<file path="src/rtl/arbiter_rr.sv">
// Clocked NCH-input arbiter-merge for 4-phase req/ack/data channels.
// All outputs registered; grant held from selection until the cycle returns to IDLE.
module arbiter_rr #(
  parameter int unsigned N   = 32'd8,
  parameter int unsigned NCH = 32'd4,
  parameter bit          RR  = 1'b1,
  localparam int unsigned IW = (NCH > 1) ? $clog2(NCH) : 1
) (
  input  logic             clk,
  input  logic             rst,
  input  logic [NCH-1:0]   r_i,
  output logic [NCH-1:0]   a_i,
  input  logic [NCH*N-1:0] d_i,
  output logic             r_o,
  input  logic             a_o,
  output logic [N-1:0]     d_o,
  output logic [IW-1:0]    g_o
);

  typedef enum logic [1:0] {
    IDLE,
    REQ,
    ACK,
    REL
  } state_t;

  state_t          state_reg, state_next;
  logic [IW-1:0]   grant_reg, grant_next;
  logic [IW-1:0]   ptr_reg, ptr_next;
  logic            r_o_reg, r_o_next;
  logic [NCH-1:0]  a_i_reg, a_i_next;
  logic [N-1:0]    d_o_reg, d_o_next;

  logic [N-1:0]    d_ch [NCH];
  logic [NCH-1:0]  grant_oh;
  logic            grant_req;
  logic            any_req;
  logic [IW-1:0]   pick;
  logic [IW-1:0]   ptr_wrap;

  genvar gi;
  generate
    for (gi = 0; gi < NCH; gi++) begin : g_ch
      assign d_ch[gi]     = d_i[gi*N +: N];
      assign grant_oh[gi] = (grant_reg == IW'(gi));
    end
  endgenerate

  assign grant_req = |(r_i & grant_oh);

  // Scan downward so the last hit wins: that is the first requester at or after base.
  always_comb begin
    int unsigned base;
    int unsigned idx;
    any_req = 1'b0;
    pick    = '0;
    base    = RR ? 32'(ptr_reg) : 32'd0;
    idx     = 0;
    for (int k = NCH - 1; k >= 0; k--) begin
      idx = (base + 32'(k)) % NCH;
      if (r_i[IW'(idx)]) begin
        any_req = 1'b1;
        pick    = IW'(idx);
      end
    end
  end

  assign ptr_wrap = (grant_reg == IW'(NCH - 1)) ? '0 : grant_reg + 1'b1;

  always_comb begin
    state_next = state_reg;
    grant_next = grant_reg;
    ptr_next   = ptr_reg;
    r_o_next   = r_o_reg;
    a_i_next   = a_i_reg;
    d_o_next   = d_o_reg;
    case (state_reg)
      IDLE: begin
        // A consumer still holding a_o has not returned to zero; no new grant yet.
        if (any_req && !a_o) begin
          grant_next = pick;
          d_o_next   = d_ch[pick];
          r_o_next   = 1'b1;
          state_next = REQ;
        end
      end
      REQ: begin
        if (a_o) begin
          a_i_next   = grant_oh;
          state_next = ACK;
        end
      end
      ACK: begin
        if (!grant_req) begin
          r_o_next   = 1'b0;
          state_next = REL;
        end
      end
      REL: begin
        if (!a_o) begin
          a_i_next   = '0;
          ptr_next   = ptr_wrap;
          state_next = IDLE;
        end
      end
      default: begin
        r_o_next   = 1'b0;
        a_i_next   = '0;
        state_next = IDLE;
      end
    endcase
  end

  always_ff @(posedge clk) begin
    if (rst) begin
      state_reg <= IDLE;
      grant_reg <= '0;
      ptr_reg   <= '0;
      r_o_reg   <= 1'b0;
      a_i_reg   <= '0;
      d_o_reg   <= '0;
    end else begin
      state_reg <= state_next;
      grant_reg <= grant_next;
      ptr_reg   <= ptr_next;
      r_o_reg   <= r_o_next;
      a_i_reg   <= a_i_next;
      d_o_reg   <= d_o_next;
    end
  end

  assign r_o = r_o_reg;
  assign a_i = a_i_reg;
  assign d_o = d_o_reg;
  assign g_o = grant_reg;

endmodule

</file>
<file path="config.mk">
export PLATFORM = sky130hd
export DESIGN_NAME = arbiter_rr
export DESIGN_NICKNAME = d
export VERILOG_FILES = /design/src/rtl/arbiter_rr.sv
export SDC_FILE = /design/constraint.sdc
export NUM_CORES = 1
export LEC_CHECK = 0
export ABC_AREA = 0
export CAP_MARGIN = 20
export CORE_UTILIZATION = 45
export DETAILED_ROUTE_END_ITERATION = 16
export PLACE_DENSITY = 0.84
export REMOVE_ABC_BUFFERS = 1
export SLEW_MARGIN = 30
export SYNTH_ARGS = -nofsm -noshare
export SYNTH_HDL_FRONTEND = slang
export SYNTH_SLANG_ARGS = --single-unit
export TNS_END_PERCENT = 20
</file>
<file path="constraint.sdc">
create_clock -name clk -period 2.9 [get_ports clk]
set_input_delay 0.29 -clock clk [delete_from_list [all_inputs] [get_ports clk]]
set_output_delay 0.29 -clock clk [all_outputs]
set_load 0.005 [all_outputs]
</file>
Word level (Yosys, flattened, before mapping)
Cells that the tools add are included.
Cells by class
  shift operators: 0
  add/sub/neg operators: 4
  magnitude comparators: 5
  equality and inequality tests: 10
  mux-type cells: 31
  multipliers: 0
  div/mod/pow operators: 0
  reductions and logical operators: 12
  bitwise logic cells: 3
Operators by type and width (count)
  2-bit 2-to-1 mux: 9
  8-bit binary-select mux with 2-bit select: 1
  8-bit 2-to-1 mux: 2
  2-bit by 3-bit < comparator with 1-bit output (second input constant): 4
  1-bit 2-to-1 mux: 10
  1-bit binary-select mux with 2-bit select: 4
  2-bit == test (second input constant): 4
  4-bit 2-to-1 mux: 2
  2-bit inequality test (second input constant): 4
  2-bit one-hot mux with 4 select lines: 1
  4-bit one-hot mux with 2 select lines: 1
  3-bit AND reduction: 2
  2-bit by 1-bit adder with 2-bit output (second input constant): 2
  2-bit adder (second input constant): 2
  4-bit bitwise AND: 1
  2-bit by 1-bit == test with 1-bit output (second input constant): 2
  2-bit zero test: 2
  2-bit AND reduction: 2
  4-bit AND reduction: 1
  2-bit nonzero test: 2
  4-bit OR reduction: 1
  3-bit greater-or-equal comparator (second input constant): 1
  2-bit inverter with 3-bit output: 1
  1-bit one-hot mux with 2 select lines: 1
  other kinds (3): 3
Word-level totals
  output and inout port bits: 15
  latch bits: 0
  memories: 0
  memory bits (writable): 0
  bits in read-only memories: 0
  logic and storage cells: 71
  register bits after elaboration: 19
  input port bits: 39

Longest topological paths before layout
  word-level depth: 11
  mapped depth: 7
  gate-level depth less buffers: 7

Least setup slack after synthesis
OpenSTA, ideal clock, no wires.
  path kind: register to register
  start: register grant_reg[0], in the netlist g_o[0]
  end: register state_reg[0]
  library setup time: 0.070 ns
  stages on the path, launching flop included: 8
  arrival time: 1.565 ns
  required time: 2.830 ns
  path slack: 1.265 ns
  path buffers: 0
  path through: dfxtp_1 inv_1 ha_1 a22o_1 a221oi_1 o211ai_1 o21bai_1 a21oi_1
Between the ends
  word-level cells in the longest chain between the ends: 5
  elaborated cells between the ends (all ways): 8
RTL lines
  from (decl): line 28  | logic [IW-1:0] grant_reg, grant_next;
  from (signal assigned): line 124  | grant_reg <= grant_next;
  2-bit by 1-bit == test with 1-bit output, or another cell as far along: line 45  | assign grant_oh[gi] = (grant_reg == IW'(gi));
  4-bit bitwise AND (*): line 49  | assign grant_req = |(r_i & grant_oh);
  4-bit OR reduction (*): line 49
  2-bit inequality test (no line) (*)
  4-bit AND reduction (no line) (*)
  to (signal assigned): line 123  | state_reg <= state_next;
  to (decl): line 27  | state_t state_reg, state_next;
Mark *: on every way between the ends. The rest lies on a longest branch, timed or not.
A chain may end at the register's enable or synchronous reset.

Worst setup path in the final report
  start: input a_o
  end: register d_o_reg[2], in the netlist d_o[2]
Between the ends
  word-level cells in the longest chain between the ends: 3
RTL lines
  from (decl): line 15  | input logic a_o,
  1-bit zero test
  1-bit logical AND: line 80  | if (any_req && !a_o) begin
  2-bit AND reduction (no line)
  to (signal assigned): line 128  | d_o_reg <= d_o_next;
  to (decl): line 32  | logic [N-1:0] d_o_reg, d_o_next;
No other way between the ends.

==> impl_metrics.env <==
export IMPL_grt_pass1_vias=1051
export IMPL_rows=18
export IMPL_hold_buffers=0
export IMPL_final_cell_mix="clkdlybuf4s50_1, mux2i_1, dfxtp_1, nand2_1"
export IMPL_drc=0
export IMPL_clk_pin_slew_ps=120
export IMPL_start_util_pct=49.56
export IMPL_met1_length_um=1384
export IMPL_finalCritPeriodShare_pct=69.26
export IMPL_wl_met2_um=1581
export IMPL_nets=231
export IMPL_synth_seq_area_share_pct=29.89
export IMPL_synth_edf_count=0
export IMPL_die_area_um2=3044
export IMPL_cts_inserted_buffers=3
export IMPL_finalSetupViolations=0
export IMPL_wl_per_cell_um=14.60
export IMPL_worstHoldStart="d_o[4]$_SDFFE_PP0P_"
export IMPL_cts_tree="done"
export IMPL_async_flop_share_pct=0
export IMPL_yosysTopAreaCell="dfxtp_1"
export IMPL_worst_slew_pin_slew_ps=702.2
export IMPL_io_pins=54
export IMPL_wirelength_um=3095
export IMPL_p_per_area_nw_per_um2=537.8
export IMPL_clkLatencyLatePin_ps=300
export IMPL_ctsHtreeMaxLevel=1
export IMPL_rsz0062_at_grt="no"
export IMPL_status="completed"
export IMPL_dr_first_iter_drc_count=11
export IMPL_gr_total_overflow=0
export IMPL_first_pass_iters=4
export IMPL_yosysWarnings=0
export IMPL_startpoint_type="primary input"
export IMPL_grt_max_degree=18
export IMPL_max_freq_ghz=0.4979
export IMPL_netlist_instances=132
export IMPL_crit_start="a_o"
export IMPL_fp_dieW_um=55.18
export IMPL_coreArea_um2=2567
export IMPL_synth_top_area_share_pct=29.89
export IMPL_yosys_most_used_dff="dfxtp_1"
export IMPL_maxSlewViolCount=0
export IMPL_largest_reg_flops=8
export IMPL_drive_gt1_share_pct=10.44
export IMPL_cap_violations=0
export IMPL_routabilityCongestion=0.7419
export IMPL_root_buffer="clkbuf_4"
export IMPL_hp_class="flip-flop to flip-flop"
export IMPL_finish_utilization_pct=71.25
export IMPL_max_slew_margin_rel_pct=53.09
export IMPL_end_kind="flip-flop"
export IMPL_cts_setup_buffers=0
export IMPL_die_h_um=55.18
export IMPL_ys_types=32
export IMPL_synth_area_top_cells="dfxtp_1, mux2i_1, o221ai_2"
export IMPL_track_usage_pct=20.76
export IMPL_port_buffers=53
export IMPL_cts_path_max_buffers=2
export IMPL_diodes=0
export IMPL_ant_nets=0
export IMPL_syn_to_final_growth_pct=43.76
export IMPL_netlist_area_um2=1272
export IMPL_synth_area_per_cell_um2=9.640
export IMPL_grt_pass1_wl_um=4519
export IMPL_cts_resized=0
export IMPL_mostFrequentLayoutCell="clkdlybuf4s50_1"
export IMPL_antenna_found_initial=0
export IMPL_hpwl_um=2474
export IMPL_worstPathMaxFanout=15
export IMPL_numClockSinks=19
export IMPL_top_layer="met4"
export IMPL_cp_arrival_ps=2240
export IMPL_fin_crit_ps=2009
export IMPL_p_leak_nw=0.6621
export IMPL_hold_violations=0
export IMPL_cp_required_ps=3130
export IMPL_fin_tns_setup_ps=0
export IMPL_synth_seq_cells=19
export IMPL_finClkSkew_ps=5.990
export IMPL_vdd_drop_max_mv=0.5514
export IMPL_worst_setup_path_type="primary input to flip-flop"
export IMPL_wl_met3_um=75
export IMPL_vias=1171
export IMPL_r2r_start="g_o[0]$_SDFFE_PP0P_"
export IMPL_viasPerCell=5.524
## cells by family after synthesis
logic type | count (synthesis) | share of synthesized area [%]
adder cells (fa/ha/maj) | 9 | 8.850
flip-flops | 19 | 29.89
buffers and inverters | 15 | 5.408
AND/OR/NAND/NOR | 31 | 12.98
AO/OA/AOI/OAI | 37 | 26.35
multiplexers | 21 | 16.52
## area by class of cell
cell class	instances	area, um^2
Clock buffer	3	22.52
Clock inverter	1	5.005
Fill cell	205	738.2
Inverter	8	30.03
Multi-Input combinational cell	98	823.3
Sequential cell	19	380.4
Tap cell	30	37.54
Timing Repair Buffer	53	530.5
## synth_stat cells, types with 2 or more instances
cell / number
a2111oi_0: 4
a21oi_1: 9
clkbuf_1: 4
dfxtp_1: 19
ha_1: 9
inv_1: 7
mux2i_1: 21
nand2_1: 11
nand2b_1: 2
nor2_1: 9
nor3_1: 4
o21ai_0: 6
o221ai_2: 8
## metal layers
layer  track usage (%)  vias up
met5                 0        -
met4             8.750        0
met3             2.186        6
met2             35.14       25
met1             26.57      551
li1                  -      589
## where the power goes
group          switching [mW]  total, mW  internal [mW]
Sequential             0.0456      0.368          0.322
Clock                  0.0849      0.136         0.0513
Combinational           0.215      0.480          0.265
Total                   0.345      0.984          0.639
## per-stage QoR
| step | hold slack [ps] | area [um^2] | instances | power, mW | setup WS [ps] |
|---|---|---|---|---|---|
| floorplan | 359.1 | 1234 | 125 | 0.6365 | 1188 |
| global placement | 448.2 | 1802 | 208 | 0.8271 | 642.7 |
| detailed placement | 455.1 | 1802 | 208 | 0.8512 | 571.7 |
| CTS | 485.7 | 1829 | 212 | 0.9880 | 900.5 |
| global route | 510.9 | 1829 | 212 | 1.051 | 736.7 |
| finish | 481.9 | 1829 | 212 | 0.9838 | 891.4 |
## final timing paths
kind                          endpoint  slack, ps  depth (start not counted)
max reg2reg  state_reg[0]$_SDFFE_PP0P_        900                          7
min reg2reg        d_o[4]$_SDFFE_PP0P_        480                          2
min                d_o[4]$_SDFFE_PP0P_        480                          2
max                d_o[2]$_SDFFE_PP0P_        890                          4
## critical path, cell delays in order
cell and delay [ps]:
clkdlybuf4s50_1 680, nor3b_4 410, or3b_1 600, o221ai_2 250
Note: power is estimated with default switching activity, not from simulation.
